$ cat config.mk
export PLATFORM = sky130hd
export DESIGN_NAME = aes_block_scheduler_flat
export DESIGN_NICKNAME = d
export VERILOG_FILES = /design/src/rtl/aes_block_scheduler_if.sv /design/src/rtl/aes_block_scheduler.sv /design/src/flat_wrapper.sv
export SDC_FILE = /design/constraint.sdc
export NUM_CORES = 1
export LEC_CHECK = 0
export ABC_AREA = 1
export CORE_AREA = 2 2 113 115
export DETAILED_ROUTE_END_ITERATION = 8
export DIE_AREA = 0 0 115 117
export GPL_ROUTABILITY_DRIVEN = 0
export HOLD_SLACK_MARGIN = 0.12
export PLACE_DENSITY = 0.84
export SETUP_SLACK_MARGIN = 0.2
export SYNTH_ARGS = -nofsm -noshare
export SYNTH_HDL_FRONTEND = slang
export SYNTH_SLANG_ARGS = --single-unit
$ cat constraint.sdc
create_clock -name clk -period 6 [get_ports clk]
set_input_delay 0.9 -clock clk [delete_from_list [all_inputs] [get_ports clk]]
set_output_delay 0.9 -clock clk [all_outputs]
set_load 0.005 [all_outputs]
$ cat src/rtl/aes_block_scheduler_if.sv
// Handshake bundle between the block scheduler and the source streamer,
// the AES engine and the sink streamer.
interface aes_block_scheduler_if #(
  parameter int ADDR_W = 32
);
  logic              src_req_valid;
  logic              src_req_ready;
  logic [ADDR_W-1:0] src_req_addr;
  logic              src_done;
  logic              eng_key_start;
  logic              eng_key_done;
  logic              eng_start;
  logic              eng_done;
  logic              dst_req_valid;
  logic              dst_req_ready;
  logic [ADDR_W-1:0] dst_req_addr;
  logic              dst_done;

  modport master (
    output src_req_valid, src_req_addr, eng_key_start, eng_start,
           dst_req_valid, dst_req_addr,
    input  src_req_ready, src_done, eng_key_done, eng_done,
           dst_req_ready, dst_done
  );

  modport slave (
    input  src_req_valid, src_req_addr, eng_key_start, eng_start,
           dst_req_valid, dst_req_addr,
    output src_req_ready, src_done, eng_key_done, eng_done,
           dst_req_ready, dst_done
  );
endinterface

$ cat src/rtl/aes_block_scheduler.sv
// Walks the AES engine over a job of N 128-bit blocks: optional key expansion,
// then load / encrypt / store per block, with abort and a completion pulse.
module aes_block_scheduler #(
  parameter int ADDR_W    = 32,
  parameter int CNT_W     = 16,
  parameter int BLK_BYTES = 16
) (
  input  logic                  clk,
  input  logic                  reset,
  input  logic                  start,
  input  logic                  abort,
  input  logic [CNT_W-1:0]      num_blocks,
  input  logic [ADDR_W-1:0]     src_base,
  input  logic [ADDR_W-1:0]     dst_base,
  input  logic                  key_reload,
  aes_block_scheduler_if.master bus,
  output logic                  busy,
  output logic                  done,
  output logic [CNT_W-1:0]      blocks_done
);

  typedef enum logic [2:0] {
    S_IDLE,
    S_KEY,
    S_LOAD,
    S_RUN,
    S_STORE,
    S_DONE
  } state_t;

  localparam logic [ADDR_W-1:0] STEP = ADDR_W'(BLK_BYTES);

  state_t            state, state_n;
  logic [CNT_W-1:0]  num_q, num_n;
  logic [CNT_W-1:0]  cnt_q, cnt_n;
  logic [ADDR_W-1:0] src_addr_q, src_addr_n;
  logic [ADDR_W-1:0] dst_addr_q, dst_addr_n;
  logic              sent_q, sent_n;
  logic              src_vld_q, dst_vld_q;
  logic              key_start_q, eng_start_q;
  logic              busy_q, done_q;
  logic              src_xfer, dst_xfer;
  logic [CNT_W:0]    cnt_inc;
  logic              last_blk;

  assign src_xfer = src_vld_q & bus.src_req_ready;
  assign dst_xfer = dst_vld_q & bus.dst_req_ready;

  // One extra bit so a job of 2**CNT_W-1 blocks compares before the counter wraps.
  assign cnt_inc  = {1'b0, cnt_q} + {{CNT_W{1'b0}}, 1'b1};
  assign last_blk = (cnt_inc == {1'b0, num_q});

  always_ff @(posedge clk) begin
    if (reset) state <= S_IDLE;
    else       state <= state_n;
  end

  always_comb begin
    state_n    = state;
    num_n      = num_q;
    cnt_n      = cnt_q;
    src_addr_n = src_addr_q;
    dst_addr_n = dst_addr_q;
    sent_n     = sent_q;
    if ((state != S_IDLE) && abort) begin
      state_n = S_IDLE;
      sent_n  = 1'b0;
    end else begin
      unique case (state)
        S_IDLE: begin
          if (start) begin
            num_n      = num_blocks;
            cnt_n      = '0;
            src_addr_n = src_base;
            dst_addr_n = dst_base;
            sent_n     = 1'b0;
            if (num_blocks == '0) state_n = S_DONE;
            else if (key_reload)  state_n = S_KEY;
            else                  state_n = S_LOAD;
          end
        end
        S_KEY: begin
          if (bus.eng_key_done) state_n = S_LOAD;
        end
        S_LOAD: begin
          // sent_q remembers the accepted request while waiting for src_done.
          if (src_xfer) sent_n = 1'b1;
          if ((sent_q || src_xfer) && bus.src_done) begin
            sent_n  = 1'b0;
            state_n = S_RUN;
          end
        end
        S_RUN: begin
          if (bus.eng_done) state_n = S_STORE;
        end
        S_STORE: begin
          if (dst_xfer) sent_n = 1'b1;
          if ((sent_q || dst_xfer) && bus.dst_done) begin
            sent_n     = 1'b0;
            cnt_n      = cnt_inc[CNT_W-1:0];
            src_addr_n = src_addr_q + STEP;
            dst_addr_n = dst_addr_q + STEP;
            state_n    = last_blk ? S_DONE : S_LOAD;
          end
        end
        S_DONE:  state_n = S_IDLE;
        default: state_n = S_IDLE;
      endcase
    end
  end

  // Outputs are registered from the next-state view so they line up with the state.
  always_ff @(posedge clk) begin
    if (reset) begin
      num_q       <= '0;
      cnt_q       <= '0;
      src_addr_q  <= '0;
      dst_addr_q  <= '0;
      sent_q      <= 1'b0;
      src_vld_q   <= 1'b0;
      dst_vld_q   <= 1'b0;
      key_start_q <= 1'b0;
      eng_start_q <= 1'b0;
      busy_q      <= 1'b0;
      done_q      <= 1'b0;
    end else begin
      num_q       <= num_n;
      cnt_q       <= cnt_n;
      src_addr_q  <= src_addr_n;
      dst_addr_q  <= dst_addr_n;
      sent_q      <= sent_n;
      src_vld_q   <= (state_n == S_LOAD)  && !sent_n;
      dst_vld_q   <= (state_n == S_STORE) && !sent_n;
      key_start_q <= (state_n == S_KEY)   && (state != S_KEY);
      eng_start_q <= (state_n == S_RUN)   && (state != S_RUN);
      busy_q      <= (state_n != S_IDLE);
      done_q      <= (state_n == S_DONE);
    end
  end

  assign bus.src_req_valid = src_vld_q;
  assign bus.src_req_addr  = src_addr_q;
  assign bus.dst_req_valid = dst_vld_q;
  assign bus.dst_req_addr  = dst_addr_q;
  assign bus.eng_key_start = key_start_q;
  assign bus.eng_start     = eng_start_q;
  assign busy              = busy_q;
  assign done              = done_q;
  assign blocks_done       = cnt_q;

endmodule

$ cat src/flat_wrapper.sv
// flat-port wrapper written by rule: the top's interface ports become plain ports
module aes_block_scheduler_flat 
#(
  parameter int ADDR_W    = 32,
  parameter int CNT_W     = 16,
  parameter int BLK_BYTES = 16
)
  (clk, reset, start, abort, num_blocks, src_base, dst_base, key_reload, busy, done, blocks_done, bus_src_req_valid, bus_src_req_addr, bus_eng_key_start, bus_eng_start, bus_dst_req_valid, bus_dst_req_addr, bus_src_req_ready, bus_src_done, bus_eng_key_done, bus_eng_done, bus_dst_req_ready, bus_dst_done);
  aes_block_scheduler_if #(.ADDR_W(ADDR_W)) bus_i ();
  input  logic clk;
  input  logic reset;
  input  logic start;
  input  logic abort;
  input  logic [CNT_W-1:0] num_blocks;
  input  logic [ADDR_W-1:0] src_base;
  input  logic [ADDR_W-1:0] dst_base;
  input  logic key_reload;
  output logic busy;
  output logic done;
  output logic [CNT_W-1:0] blocks_done;
  output wire logic [$bits(bus_i.src_req_valid)-1:0] bus_src_req_valid;
  output wire logic [$bits(bus_i.src_req_addr)-1:0] bus_src_req_addr;
  output wire logic [$bits(bus_i.eng_key_start)-1:0] bus_eng_key_start;
  output wire logic [$bits(bus_i.eng_start)-1:0] bus_eng_start;
  output wire logic [$bits(bus_i.dst_req_valid)-1:0] bus_dst_req_valid;
  output wire logic [$bits(bus_i.dst_req_addr)-1:0] bus_dst_req_addr;
  input wire logic [$bits(bus_i.src_req_ready)-1:0] bus_src_req_ready;
  input wire logic [$bits(bus_i.src_done)-1:0] bus_src_done;
  input wire logic [$bits(bus_i.eng_key_done)-1:0] bus_eng_key_done;
  input wire logic [$bits(bus_i.eng_done)-1:0] bus_eng_done;
  input wire logic [$bits(bus_i.dst_req_ready)-1:0] bus_dst_req_ready;
  input wire logic [$bits(bus_i.dst_done)-1:0] bus_dst_done;
  assign bus_src_req_valid = bus_i.src_req_valid;
  assign bus_src_req_addr = bus_i.src_req_addr;
  assign bus_eng_key_start = bus_i.eng_key_start;
  assign bus_eng_start = bus_i.eng_start;
  assign bus_dst_req_valid = bus_i.dst_req_valid;
  assign bus_dst_req_addr = bus_i.dst_req_addr;
  assign bus_i.src_req_ready = bus_src_req_ready;
  assign bus_i.src_done = bus_src_done;
  assign bus_i.eng_key_done = bus_eng_key_done;
  assign bus_i.eng_done = bus_eng_done;
  assign bus_i.dst_req_ready = bus_dst_req_ready;
  assign bus_i.dst_done = bus_dst_done;
  aes_block_scheduler #(.ADDR_W(ADDR_W), .CNT_W(CNT_W), .BLK_BYTES(BLK_BYTES)) u_core (.clk(clk), .reset(reset), .start(start), .abort(abort), .num_blocks(num_blocks), .src_base(src_base), .dst_base(dst_base), .key_reload(key_reload), .bus(bus_i), .busy(busy), .done(done), .blocks_done(blocks_done));
endmodule
==> flow_summary.toml <==
[run_status]
run_status = "complete, no violations"

[setup_path]
cpPeakStageDelay_ps = 750
crit-reg2reg-launch = "u_core.state[0]"
criticalPathCategory = "reg -> reg"
setup.reg_to_reg.worst_slack_ps = 2190
timing.critical_path.arrival_ps = 4090
cp_cell_sequence = "nor2_1 > inv_1 > nor2_4 > buf_4 > inv_1 > buf_4 > o21ai_1 > nand2_2 > nor2_1 > inv_2 > nand2_1 > o21ai_0 > a21oi_1"
cp_startpoint_kind = "register"
setup.worst_path.end_class = "register"
critPathSlowestCell = "sky130_fd_sc_hd__nor2_1"
regToRegEndpoint = "u_core.bus.dst_req_addr[21]"
required_ps = 6280
critPathMaxFanout = 74
worst-r2r-cell-count = 13

[place]
dp_cells = 1242
dpl-instance-area_sq_um = 8008
port_buffers = 176
preCtsSetupSlack_ps = 2138
detailedPlacementHpwl_mm = 12.88

[clock_tree]
cts_made_buffers = 9
cts-resized-gates = 0
clock_network_latency_to_the_later_pin_of_the_worst_skew_pair_ps = 350
cts_max_level = 3
holdBufCountCts = 0
clk_pin_slew_ps = 70
root_driver = "sky130_fd_sc_hd__clkbuf_16"
tritoncts = "yes"
clock_path_buffers = 2
clock-sinks = 106
post_cts.repair.setup_buffers = 0

[yosys]
yosysWarningCount = 0
yosysTopAreaCell = "sky130_fd_sc_hd__dfxtp_1"
syn_area_per_cell_sq_um = 6.489
postSynthCellCount = 954
async_s_r_ff_share_synth = 0
yosys-top-cells-area = "sky130_fd_sc_hd__dfxtp_1, sky130_fd_sc_hd__nand2_1, sky130_fd_sc_hd__a21oi_1"
yosys_register_bits = 106
synth_largest_type_area_fraction = 0.3428
yosys.cell_count.top_type = "sky130_fd_sc_hd__nand2_1"
netlist_area_sq_um = 6191
synth_common_cells = "sky130_fd_sc_hd__nand2_1, sky130_fd_sc_hd__dfxtp_1, sky130_fd_sc_hd__a21oi_1"
dominantRegCellSynth = "sky130_fd_sc_hd__dfxtp_1"
syn-num-nets = 1048
ys_types = 42
number_of_synthesized_flops_with_an_enable_pin = 0
ys_seq_area_frac = 0.3428

[global_routing]
number_of_global_route_vias_before_repair = 6136
grt_max_degree = 75
global_route_total_overflow = 0
antenna_found_initial = 0
groute.usage.overall = 0.2684
grt_first_pass_wirelength_mm = 29.19

[floorplanning]
design.die.area_sq_um = 13460
fp.dieW_microns = 115
placement_rows = 41
initial_standard_cell_utilization_of_the_core = 0.5028
io_pins = 177
core_area_sq_um = 12310
die_h_microns = 117

[hold_path]
hold_path_depth = 2
timing.hold.worst.class = "reg -> reg"
worst_hold_path.endpoint = "u_core.bus.dst_req_addr[2]"
worstHoldStart = "u_core.bus.dst_req_addr[2]"

[detailed_routing]
drt-wirelength-per-cell_microns = 14.60
dr_total_vias = 6919
viasPerCell = 5.500
routed_wirelength_mm = 18.37
detail_route.iter0.violations = 636
route.antenna.remaining_nets = 0
drtPass1Iterations = 6
route.detailed.drc = 0

[sta]
postLayoutSetupSlackWorst_ps = 2189
setup_repair_after_global_routing_missed_its_margin = "false"
finalWorstPathRequiredPeriod_ps = 3811
final_worst_clock_skew_ps = 6.921
final-max-slew-violation-count = 0
setup_viol_count_final = 0
fmaxAchievable_mhz = 262.4
report.final.hold_viol_count = 0
final.period_utilization = 0.6351
transition_at_the_pin_with_the_smallest_max_transition_slack_ps = 865.7
timing.setup.tns_ps = 0
slew_headroom = 0.4222

[finish]
register_area_sq_um = 2122
final_layout_size_suffix_gt1_frac = 0.04603
area_taken_by_multi_input_logic_gates_sq_um = 3540
final_design_area_no_fill_sq_um = 8327
finish.net_count = 1197
final_core_util = 0.6763
finalNonFillerCells = 1258
area_growth_pct = 34.50
n_fill_cell = 1069
antennaDiodeCount = 0

[pwr]
power_leakage_nw = 3.189
p_per_area_nw_per_um2 = 223.8
vdd_ir_drop_max_mv = 0.1611

[job]
drv.max_cap_violation_count = 0
-- power by group --
group | total, mW | switching [mW] | internal, mW
combinational | 0.395 | 0.190 | 0.205
clock | 0.642 | 0.277 | 0.365
sequential | 0.827 | 0.0634 | 0.763
total | 1.86 | 0.530 | 1.33
-- area by class of cell --
| class | count | share of cell area |
|---|---|---|
| multi-input cells | 709 | 0.4251 |
| well taps | 150 | 0.02254 |
| flip-flops and latches | 106 | 0.2548 |
| repair buffers | 182 | 0.2164 |
| clock inverters | 7 | 0.01127 |
| clock buffers | 9 | 0.02705 |
| inverters | 95 | 0.04282 |
-- cells in the final DEF, fill, tap and decap left out, types with 22 or more instances in the layout --
| cell type | n |
|---|---|
| sky130_fd_sc_hd__clkdlybuf4s50_1 | 175 |
| sky130_fd_sc_hd__nor2_1 | 82 |
| sky130_fd_sc_hd__o21ai_0 | 68 |
| sky130_fd_sc_hd__nand3_1 | 73 |
| sky130_fd_sc_hd__dfxtp_1 | 106 |
| sky130_fd_sc_hd__nand4_1 | 22 |
| sky130_fd_sc_hd__xor2_1 | 25 |
| sky130_fd_sc_hd__a21oi_1 | 96 |
| sky130_fd_sc_hd__inv_1 | 93 |
| sky130_fd_sc_hd__nand2_1 | 251 |
-- worst max-delay path by stage --
stage	startpoint	endpoint	slack, ps	cells past startpoint
after detailed placement	start	u_core.bus.dst_req_addr[27]	2140	10
after global placement	start	u_core.bus.src_req_addr[18]	2260	10
after floorplan	bus_dst_req_ready	u_core.blocks_done[10]	3880	9
after CTS	u_core.state[0]	u_core.bus.dst_req_addr[27]	2240	13
final	u_core.state[0]	u_core.bus.dst_req_addr[21]	2190	13
after global routing	u_core.state[0]	u_core.bus.dst_req_addr[28]	1690	13
-- per-layer routing --
layer  up-vias  GRT usage  wire, microns
li1       3470          -              -
met1      3126     0.3530           8133
met2       290     0.4482           8484
met3        33    0.04325           1282
met4         0    0.09639            471
met5         -          0              0
-- worst max-delay path, delay by kind of cell (launching register included) --
| kind | cells | cell delay (ps) |
|---|---|---|
| buffers and inverters | 5 | 1450 |
| DFF | 1 | 350 |
| and+or+nand+nor | 5 | 1480 |
| AOI/OAI and AO/OA | 3 | 430 |
-- cells by family (layout without fill, tap and decap cells) --
family	Yosys count	after routing	share of synthesized area
AND/OR/NAND/NOR	462	462	0.3230
AO/OA/AOI/OAI	211	211	0.1922
adder cells (fa/ha/maj)	3	3	0.006064
flip-flops	106	106	0.3428
buffers and inverters	139	293	0.08710
XOR/XNOR	33	33	0.04891
-- metrics by stage --
stage | power, mW | hold WS [ps]
floorplan | 1.026 | 439.9
global placement | 1.225 | 434.6
detailed placement | 1.231 | 437.6
CTS | 1.867 | 448.5
global route | 1.948 | 462.4
finish | 1.864 | 446.0
-- registers in the layout, indices dropped and copies added (netlist names) --
| name | count |
|---|---|
| u_core.num_q | 16 |
| u_core.bus.eng_key_start | 1 |
| u_core.sent_q | 1 |
| u_core.done | 1 |
| u_core.bus.eng_start | 1 |
| u_core.bus.src_req_valid | 1 |
| u_core.bus.dst_req_addr | 32 |
| u_core.bus.dst_req_valid | 1 |
| u_core.bus.src_req_addr | 32 |
| u_core.state | 3 |
| u_core.blocks_done | 16 |
| u_core.busy | 1 |
No activity file was read; power rests on OpenSTA's default activity.
